`src/rtl/mc_window_counter_if.sv`:
```
// mc_window_counter_if: serial readout and status bundle driven by mc_window_counter.
// The master side is the counter and the slave side is the frame consumer.
interface mc_window_counter_if #(
    parameter int AW = 3
);
    logic          serial_out;
    logic          ser_valid;
    logic [AW-1:0] addr;
    logic          ovf_ch;
    logic          ovf_global;
    logic          ovf_rtc;
    logic          busy;

    modport master (
        output serial_out, ser_valid, addr, ovf_ch, ovf_global, ovf_rtc, busy
    );

    modport slave (
        input serial_out, ser_valid, addr, ovf_ch, ovf_global, ovf_rtc, busy
    );
endinterface

```
`src/rtl/mc_window_counter.sv`:
```
// mc_window_counter: multi-channel event counter, RTC-closed windows, serial snapshot readout.
// Define MC_WINDOW_COUNTER_PARITY_EN to append an even-parity bit after each channel word.
//
// state | meaning
// IDLE  | counting only; waits for an rtc edge to snapshot the window
// SHIFT | snapshot being shifted out, channel 0 first, MSB first
module mc_window_counter #(
    parameter int NUM_CH   = 8,
    parameter int CNT_W    = 16,
    parameter int SATURATE = 0
) (
    input  logic                 clk,
    input  logic                 reset,
    input  logic [NUM_CH-1:0]    ch,
    input  logic                 rtc,
    mc_window_counter_if.master  bus
);
    localparam int AW = (NUM_CH > 1) ? $clog2(NUM_CH) : 1;
`ifdef MC_WINDOW_COUNTER_PARITY_EN
    localparam int WORD_LEN = CNT_W + 1;
`else
    localparam int WORD_LEN = CNT_W;
`endif
    localparam int BW = $clog2(WORD_LEN);
    localparam int SW = $clog2(CNT_W);
    localparam logic [CNT_W-1:0] CNT_MAX = '1;
    localparam logic [CNT_W-1:0] CNT_ONE = {{(CNT_W-1){1'b0}}, 1'b1};

    typedef enum logic {IDLE = 1'b0, SHIFT = 1'b1} state_t;

    state_t state, state_nxt;

    logic [NUM_CH-1:0] ch_s1, ch_s2, ch_s3;
    logic              rtc_s1, rtc_s2, rtc_s3;
    logic [NUM_CH-1:0] ch_ev;
    logic              rtc_ev;

    logic [CNT_W-1:0]  cnt    [NUM_CH];
    logic [NUM_CH-1:0] ovf;
    logic [CNT_W-1:0]  sh_cnt [NUM_CH];
    logic [NUM_CH-1:0] sh_ovf;
    logic              ovf_global_q;
    logic              ovf_rtc_q;

    logic [AW-1:0]     ch_idx;
    logic [BW-1:0]     bit_idx;
    logic              snap;
    logic              last_bit;

    logic [CNT_W-1:0]  cur_word;
    logic [SW-1:0]     bit_sel;

    always_ff @(posedge clk or posedge reset) begin
        if (reset) begin
            ch_s1  <= '0;
            ch_s2  <= '0;
            ch_s3  <= '0;
            rtc_s1 <= 1'b0;
            rtc_s2 <= 1'b0;
            rtc_s3 <= 1'b0;
        end else begin
            ch_s1  <= ch;
            ch_s2  <= ch_s1;
            ch_s3  <= ch_s2;
            rtc_s1 <= rtc;
            rtc_s2 <= rtc_s1;
            rtc_s3 <= rtc_s2;
        end
    end

    assign ch_ev    = ch_s2 & ~ch_s3;
    assign rtc_ev   = rtc_s2 & ~rtc_s3;
    assign snap     = (state == IDLE) && rtc_ev;
    assign last_bit = (state == SHIFT) && (ch_idx == AW'(NUM_CH - 1))
                      && (bit_idx == BW'(WORD_LEN - 1));

    // A channel event landing in the snapshot cycle belongs to the new window.
    always_ff @(posedge clk or posedge reset) begin
        if (reset) begin
            for (int i = 0; i < NUM_CH; i++) begin
                cnt[i] <= '0;
            end
            ovf <= '0;
        end else begin
            for (int i = 0; i < NUM_CH; i++) begin
                if (snap) begin
                    cnt[i] <= ch_ev[i] ? CNT_ONE : '0;
                    ovf[i] <= 1'b0;
                end else if (ch_ev[i]) begin
                    if (cnt[i] == CNT_MAX) begin
                        ovf[i] <= 1'b1;
                        cnt[i] <= (SATURATE != 0) ? CNT_MAX : '0;
                    end else begin
                        cnt[i] <= cnt[i] + CNT_ONE;
                    end
                end
            end
        end
    end

    always_ff @(posedge clk or posedge reset) begin
        if (reset) begin
            for (int i = 0; i < NUM_CH; i++) begin
                sh_cnt[i] <= '0;
            end
            sh_ovf       <= '0;
            ovf_global_q <= 1'b0;
            ovf_rtc_q    <= 1'b0;
        end else if (snap) begin
            sh_cnt       <= cnt;
            sh_ovf       <= ovf;
            ovf_global_q <= |ovf;
            ovf_rtc_q    <= 1'b0;
        end else if ((state == SHIFT) && rtc_ev) begin
            ovf_rtc_q    <= 1'b1;
        end
    end

    always_ff @(posedge clk or posedge reset) begin
        if (reset) begin
            ch_idx  <= '0;
            bit_idx <= '0;
        end else if (snap || last_bit) begin
            ch_idx  <= '0;
            bit_idx <= '0;
        end else if (state == SHIFT) begin
            if (bit_idx == BW'(WORD_LEN - 1)) begin
                bit_idx <= '0;
                ch_idx  <= ch_idx + 1'b1;
            end else begin
                bit_idx <= bit_idx + 1'b1;
            end
        end
    end

    always_ff @(posedge clk or posedge reset) begin
        if (reset) begin
            state <= IDLE;
        end else begin
            state <= state_nxt;
        end
    end

    always_comb begin
        state_nxt = state;
        case (state)
            IDLE:    if (rtc_ev)   state_nxt = SHIFT;
            SHIFT:   if (last_bit) state_nxt = IDLE;
            default: state_nxt = IDLE;
        endcase
    end

    always_comb begin
        bus.serial_out = 1'b0;
        bus.ser_valid  = 1'b0;
        bus.addr       = '0;
        bus.ovf_ch     = 1'b0;
        bus.busy       = 1'b0;
        bus.ovf_global = ovf_global_q;
        bus.ovf_rtc    = ovf_rtc_q;
        cur_word       = sh_cnt[ch_idx];
        bit_sel        = SW'(CNT_W - 1) - SW'(bit_idx);
        if (state == SHIFT) begin
            bus.ser_valid = 1'b1;
            bus.busy      = 1'b1;
            bus.addr      = ch_idx;
            bus.ovf_ch    = sh_ovf[ch_idx];
`ifdef MC_WINDOW_COUNTER_PARITY_EN
            if (bit_idx == BW'(CNT_W)) begin
                bus.serial_out = ^cur_word;
            end else begin
                bus.serial_out = cur_word[bit_sel];
            end
`else
            bus.serial_out = cur_word[bit_sel];
`endif
        end
    end
endmodule

```
`src/flat_wrapper.sv`:
```
// flat-port wrapper written by rule: the top's interface ports become plain ports
module mc_window_counter_flat 
#(
    parameter int NUM_CH   = 8,
    parameter int CNT_W    = 16,
    parameter int SATURATE = 0
)
  (clk, reset, ch, rtc, bus_serial_out, bus_ser_valid, bus_addr, bus_ovf_ch, bus_ovf_global, bus_ovf_rtc, bus_busy);
  mc_window_counter_if #(.AW(3)) bus_i ();
  input  logic clk;
  input  logic reset;
  input  logic [NUM_CH-1:0] ch;
  input  logic rtc;
  output wire logic [$bits(bus_i.serial_out)-1:0] bus_serial_out;
  output wire logic [$bits(bus_i.ser_valid)-1:0] bus_ser_valid;
  output wire logic [$bits(bus_i.addr)-1:0] bus_addr;
  output wire logic [$bits(bus_i.ovf_ch)-1:0] bus_ovf_ch;
  output wire logic [$bits(bus_i.ovf_global)-1:0] bus_ovf_global;
  output wire logic [$bits(bus_i.ovf_rtc)-1:0] bus_ovf_rtc;
  output wire logic [$bits(bus_i.busy)-1:0] bus_busy;
  assign bus_serial_out = bus_i.serial_out;
  assign bus_ser_valid = bus_i.ser_valid;
  assign bus_addr = bus_i.addr;
  assign bus_ovf_ch = bus_i.ovf_ch;
  assign bus_ovf_global = bus_i.ovf_global;
  assign bus_ovf_rtc = bus_i.ovf_rtc;
  assign bus_busy = bus_i.busy;
  mc_window_counter #(.NUM_CH(NUM_CH), .CNT_W(CNT_W), .SATURATE(SATURATE)) u_core (.clk(clk), .reset(reset), .ch(ch), .rtc(rtc), .bus(bus_i));
endmodule
```
`config.mk`:
```
export PLATFORM = sky130hd
export DESIGN_NAME = mc_window_counter_flat
export DESIGN_NICKNAME = d
export VERILOG_FILES = /design/src/rtl/mc_window_counter_if.sv /design/src/rtl/mc_window_counter.sv /design/src/flat_wrapper.sv
export SDC_FILE = /design/constraint.sdc
export NUM_CORES = 1
export LEC_CHECK = 0
export ABC_AREA = 1
export CORE_UTILIZATION = 36
export CTS_BUF_LIST = sky130_fd_sc_hd__clkbuf_2
export CTS_CLUSTER_DIAMETER = 50
export CTS_CLUSTER_SIZE = 30
export DETAILED_ROUTE_END_ITERATION = 8
export GPL_TIMING_DRIVEN = 0
export PLACE_DENSITY = 0.56
export REMOVE_ABC_BUFFERS = 1
export SLEW_MARGIN = 40
export SYNTH_ARGS = -nofsm -noshare
export SYNTH_HDL_FRONTEND = slang
export SYNTH_SLANG_ARGS = --single-unit
```
`constraint.sdc`:
```
create_clock -name clk -period 12 [get_ports clk]
set_clock_uncertainty 0.15 [all_clocks]
set_input_delay 1.8 -clock clk [delete_from_list [all_inputs] [get_ports clk]]
set_output_delay 1.8 -clock clk [all_outputs]
set_load 0.005 [all_outputs]
```
# Word-level counts from Yosys, hierarchy flattened
# Index checks and enable logic that the tools add are counted.
# word_totals
regBits	309
input_bits	11
out_inout_bits	9
elab_cells	178
# classes
add_sub_neg	11
magnitude_cmp	3
n_eq_ne	10
muxes	78
bitwise	6
n_reduce_logical	34
# ops
op	count
$mux 16	26
$add 16x1->16 const B	8
$eq 16x16->1 const B	8
$bmux 16 s3	1
$mux 1	41
$reduce_bool 2->1	19
$reduce_and 2->1	9
$mux 3	4
$mux 4	3
$and 8x8->8	1
$not 8->8	1
$reduce_or 8->1	1
$lt 4x5->1 const B	1
$add 4x1->4 const B	1
$bmux 1 s4	1
$eq 4x4->1 const B	1
$ge 4x4->1 const B	1
$logic_and 1x1->1	4
$lt 3x4->1 const B	1
$not 3->4	1
$sub 4x4->4 const A	1
$add 3x1->3 const B	1
$bmux 1 s3	1
$eq 3x3->1 const B	1
other kinds (4)	5

# Logic depth before layout (Yosys ltp)
# logic_depth
ltp_word	7
ltp_mapped	13
ltp_nobuf	13

# Worst setup path after synthesis
# OpenSTA, ideal clock, no wires.
# synth_timing
kind	reg2out
start	reg u_core.ch_idx[0]
end	out bus_serial_out
arrival_time_ps	1402
required_time_ps	10050
setup_slack_ps	8648
path_stages_with_launch	13
n_path_buf	2
cell_sequence	dfrtp_1 buf_2 clkbuf_1 nand2_1 nand3_1 nand3_1 nand3_1 nand2_1 nand2_1 nand3_1 nand3_1 nand2_1 nor2_1
# synth_between
elab_chain_len	7
# synth_lines
item	line_no	text
start: declaration	mc_window_counter.sv:45	logic [AW-1:0] ch_idx;
start signal: assignment	mc_window_counter.sv:129	ch_idx <= ch_idx + 1'b1;
$not 3->4 (implied by the code)	mc_window_counter.sv:161	cur_word = sh_cnt[ch_idx];
$bmux 16 s3	mc_window_counter.sv:161	
$mux 16 (implied by the code) (2 in series)	mc_window_counter.sv:161	
$bmux 1 s4	mc_window_counter.sv:175	bus.serial_out = cur_word[bit_sel];
$mux 1 (implied by the code)	mc_window_counter.sv:175	
$mux 1	mc_window_counter.sv:163	if (state == SHIFT) begin
end: declaration	flat_wrapper.sv:14	output wire logic [$bits(bus_i.serial_out)-1:0] bus_serial_out;
# Every way passes these cells. The select of a mux whose other input is x is not followed.

# Final worst setup path
# Ends and elaborated chain as after synthesis.

==> run summary <==
Traced cell by cell, the critical path runs through inv_4 > nand2_1 > nand3_1 > nand3_1 > nand3_1 > nand2_1 > nand2_1 > nand3_1 > nand2_1 > nor2_1 > nor2_1 > clkdlybuf4s50_1. Dividing the detail-routed wire length by the instance count gives around 15 µm. The number of different library cells in the post-synthesis netlist is 49. By startpoint and endpoint, the worst setup path is classified as reg2out. The number of buffers created by CTS is 40. The worst setup path is captured at an output pin. The remaining routing DRC violations is 0.

The cell with the largest stage delay on the worst path is sky130_fd_sc_hd__dfrtp_4. Entering global routing, the biggest net connects between 100 and 150 pins. The clock input transition at the sequential cells of the worst setup and hold paths is 190 ps.

The most common library cell in the layout ignoring fill and taps is sky130_fd_sc_hd__nand2_1. The number of buffers and inverters on the critical path is 2. The async set-or-reset flop fraction in the synthesized netlist is 100%. The first-pass GRT wire length is ~60000 µm.

The share of total power consumed by net switching came out at 36.5%. The final estimated routing congestion in global placement is 0.854. The ratio of total power to cell area is 148 nW/µm².

The flow ran to the end, and the final reports show no timing, DRC or antenna violations. The number of placement rows came out at 74. Headroom to the max-slew limit came out at 50.3%. For this design the static power due to leakage is 0.00735 µW. The total detailed-routing wirelength is 37100 µm. The register bit total from synthesis is 309.

The count of max-cap constraint violations came out at 0. The number of detailed-route iterations in the first pass came out at 5. The worst hold path belongs to the class reg2reg. Gates resized during post-CTS repair numbered 0. The core utilization of the finished layout is 39.5%. The combined global-route utilization of all metal layers came out at 18.2%. The total count of hold-check failures in the final report was 0. STA classifies the critical path startpoint as a register. The highest clock frequency the design can meet is 166 MHz. The number of global-route vias before repair is 11500. The post-CTS setup repair buffer count is 0.

The number of placed instances, taps included, is around 2300. The gate count of the mapped netlist is 1859. Measured along the x axis, the die boundary spans 205 µm. The synthesis warning total is 0. Combinational logic burns 20.9% of the power. The hold slack came out at 216 ps. The mean number of vias per cell came out at 5.03. The total overflow left after global routing is 0. VDD sags by at most 0.0705 mV. Leaving out fill and tap cells, the most frequent cells in the layout are sky130_fd_sc_hd__nand2_1, sky130_fd_sc_hd__dfrtp_1, sky130_fd_sc_hd__inv_1.

The transition time of the tightest slew-check pin is 745 ps. Setup repair after global routing left no endpoint under its margin. The clock period could shrink to 6030 ps. From bottom edge to top edge, the die measures 205 µm. The count of boundary I/O pins is 20. The maximum buffer depth of the clock tree is 3. The final instance count without filler cells is 2416. Among all flip-flop cells after synthesis, the most frequent one is sky130_fd_sc_hd__dfrtp_1. The final-report max-slew violation count is 0. The H-tree was split into 2 levels. Cells with a size suffix above 1 make up between 6 and 7% of the layout. The starting utilization of the core area is between 30% and 40%.

The net count reported at finish is 1874. The stage delay of the slowest cell on the critical path came out at roughly 690 ps. The filler cells instantiated in the layout total ~4200. The share of total power in sequential cells is 52.3%. The later-pin clock latency in the skew report is 960 ps.

The sequential element share of the synthesized area came out at between 50% and 60%. CTS placed an instance of sky130_fd_sc_hd__clkbuf_2 at the clock tree root. Summing over every cut layer, the via total after detailed routing is 12200. The average size of a mapped cell is 8.01 µm².

The number of antenna violations at the first check in global routing is 1. The peak fanout along the critical path is 70. The number of input and output port buffers inserted came out at 19. The required time at the endpoint of the critical path is 10050 ps. The cell internal power dissipation is around 1500 µW. In the finished design, the share of the clock period the worst path needs comes to 50.3%.

Broken down by cell family, the worst path's largest delay share belongs to simple AND/OR/NAND/NOR gates. The fraction of power consumed by the clock network is 26.9%. The total of hold buffers inserted after clock tree synthesis is 0.

The CTS tree is done. The count of flip-flops with a built-in enable after synthesis came out at 0. The number of setup violations in the final report came out at 0. The switching power came out at 868 µW.

The HPWL after detailed placement is 25300 µm. The placeable core region came out at 40800 µm². The post-synthesis to final-layout area growth came out at 8.28%. The first routing iteration left 931 violations. CTS saw 309 sinks. At the worst endpoint, the arrival time is 4080 ps. Once detail routing completed, the nets flagged for antenna violations numbered 0. The total standard cell area after synthesis is 14900 µm². The area of the die came out at 42200 µm².
## per-stage QoR
stage	setup WS, ps	area [µm²]	TNS (ps)	total power (µW)
floorplan	1510	14500	0	1550
global placement	-2710	15400	-828290	1740
detailed placement	7030	15600	0	1760
CTS	5910	16100	0	2410
global route	5730	16100	0	2530
finish	5970	16100	0	2380
## Yosys cell counts, drive strengths merged, types with 2 or more instances
library cell,count,area (µm²)
nand2,516,1980
dfrtp,309,7730
inv,209,785
o21ai,198,1010
nand3,175,881
nor2,138,556
a21oi,74,370
buf,51,278
nor3,44,241
nand4,29,188
clkbuf,24,90.1
xor2,17,149
ha,11,138
o22ai,10,68.8
a31oi,9,56.3
nor4,8,77.6
a211oi,7,52.6
o21a,7,52.6
a221oi,5,43.8
nor3b,5,37.5
clkinv,3,11.3
o31ai,2,20.0
## cell type report
class / count / area (µm²) / area share (%)
tap: 532 / 666 / 4.13
inverter: 212 / 811 / 5.03
clock buffer: 44 / 220 / 1.37
clock inverter: 29 / 307 / 1.90
antenna: 1 / 2.50 / 0.0155
timing repair buffer: 26 / 375 / 2.33
sequential: 309 / 7740 / 48.0
multi-input combinational: 1263 / 6010 / 37.3
## layer usage
metal | GRT usage [%] | share of wire [%] | vias up
met5 | 0 | 0 | -
met4 | 5.56 | 2.2 | 0
met3 | 2.57 | 4.2 | 49
met2 | 26.9 | 43 | 210
met1 | 27.5 | 50 | 5830
li1 | - | - | 6066
## state kept, by name, indices dropped and copies added, names as in the netlist
name / cells
u_core.ovf: 8
u_core.bus.ovf_rtc: 1
u_core.rtc_s3: 1
u_core.cnt: 128
u_core.rtc_s1: 1
u_core.ch_idx: 3
u_core.bit_idx: 4
u_core.ch_s3: 8
u_core.ch_s1: 8
u_core.sh_cnt: 128
u_core.ch_s2: 8
u_core.bus.ovf_global: 1
u_core.rtc_s2: 1
u_core.sh_ovf: 8
u_core.state: 1
## cells by family after synthesis
group	synth area share, %
XOR/XNOR	1.06
buffers and inverters	7.81
flip-flops	51.9
AO/OA/AOI/OAI	11.6
AND/OR/NAND/NOR	26.7
adder cells (fa/ha/maj)	0.924
## final timing paths
kind                                  start  slack (ps)              end  cells after the start
setup / recovery           u_core.ch_idx[0]        5970   bus_serial_out                     12
hold / removal              u_core.ch_s2[7]         220  u_core.ch_s3[7]                      0
setup reg to reg               u_core.state        8790  u_core.cnt[106]                      7
hold reg to reg             u_core.ch_s2[7]         220  u_core.ch_s3[7]                      0
max in group asynchronous             reset        9180  u_core.cnt[104]                      5
min in group asynchronous             reset        1080   u_core.cnt[37]                      2
## power groups by stage
stage          Sequential, µW  Combinational, µW  Clock, µW
4_1_cts                  1240                500        667
5_1_grt                  1260                564        708
6_report                 1240                496        640
3_3_place_gp             1280                460          0
3_5_place_dp             1260                498          0
2_1_floorplan            1230                318          0
No activity file was read; power rests on OpenSTA's default activity.
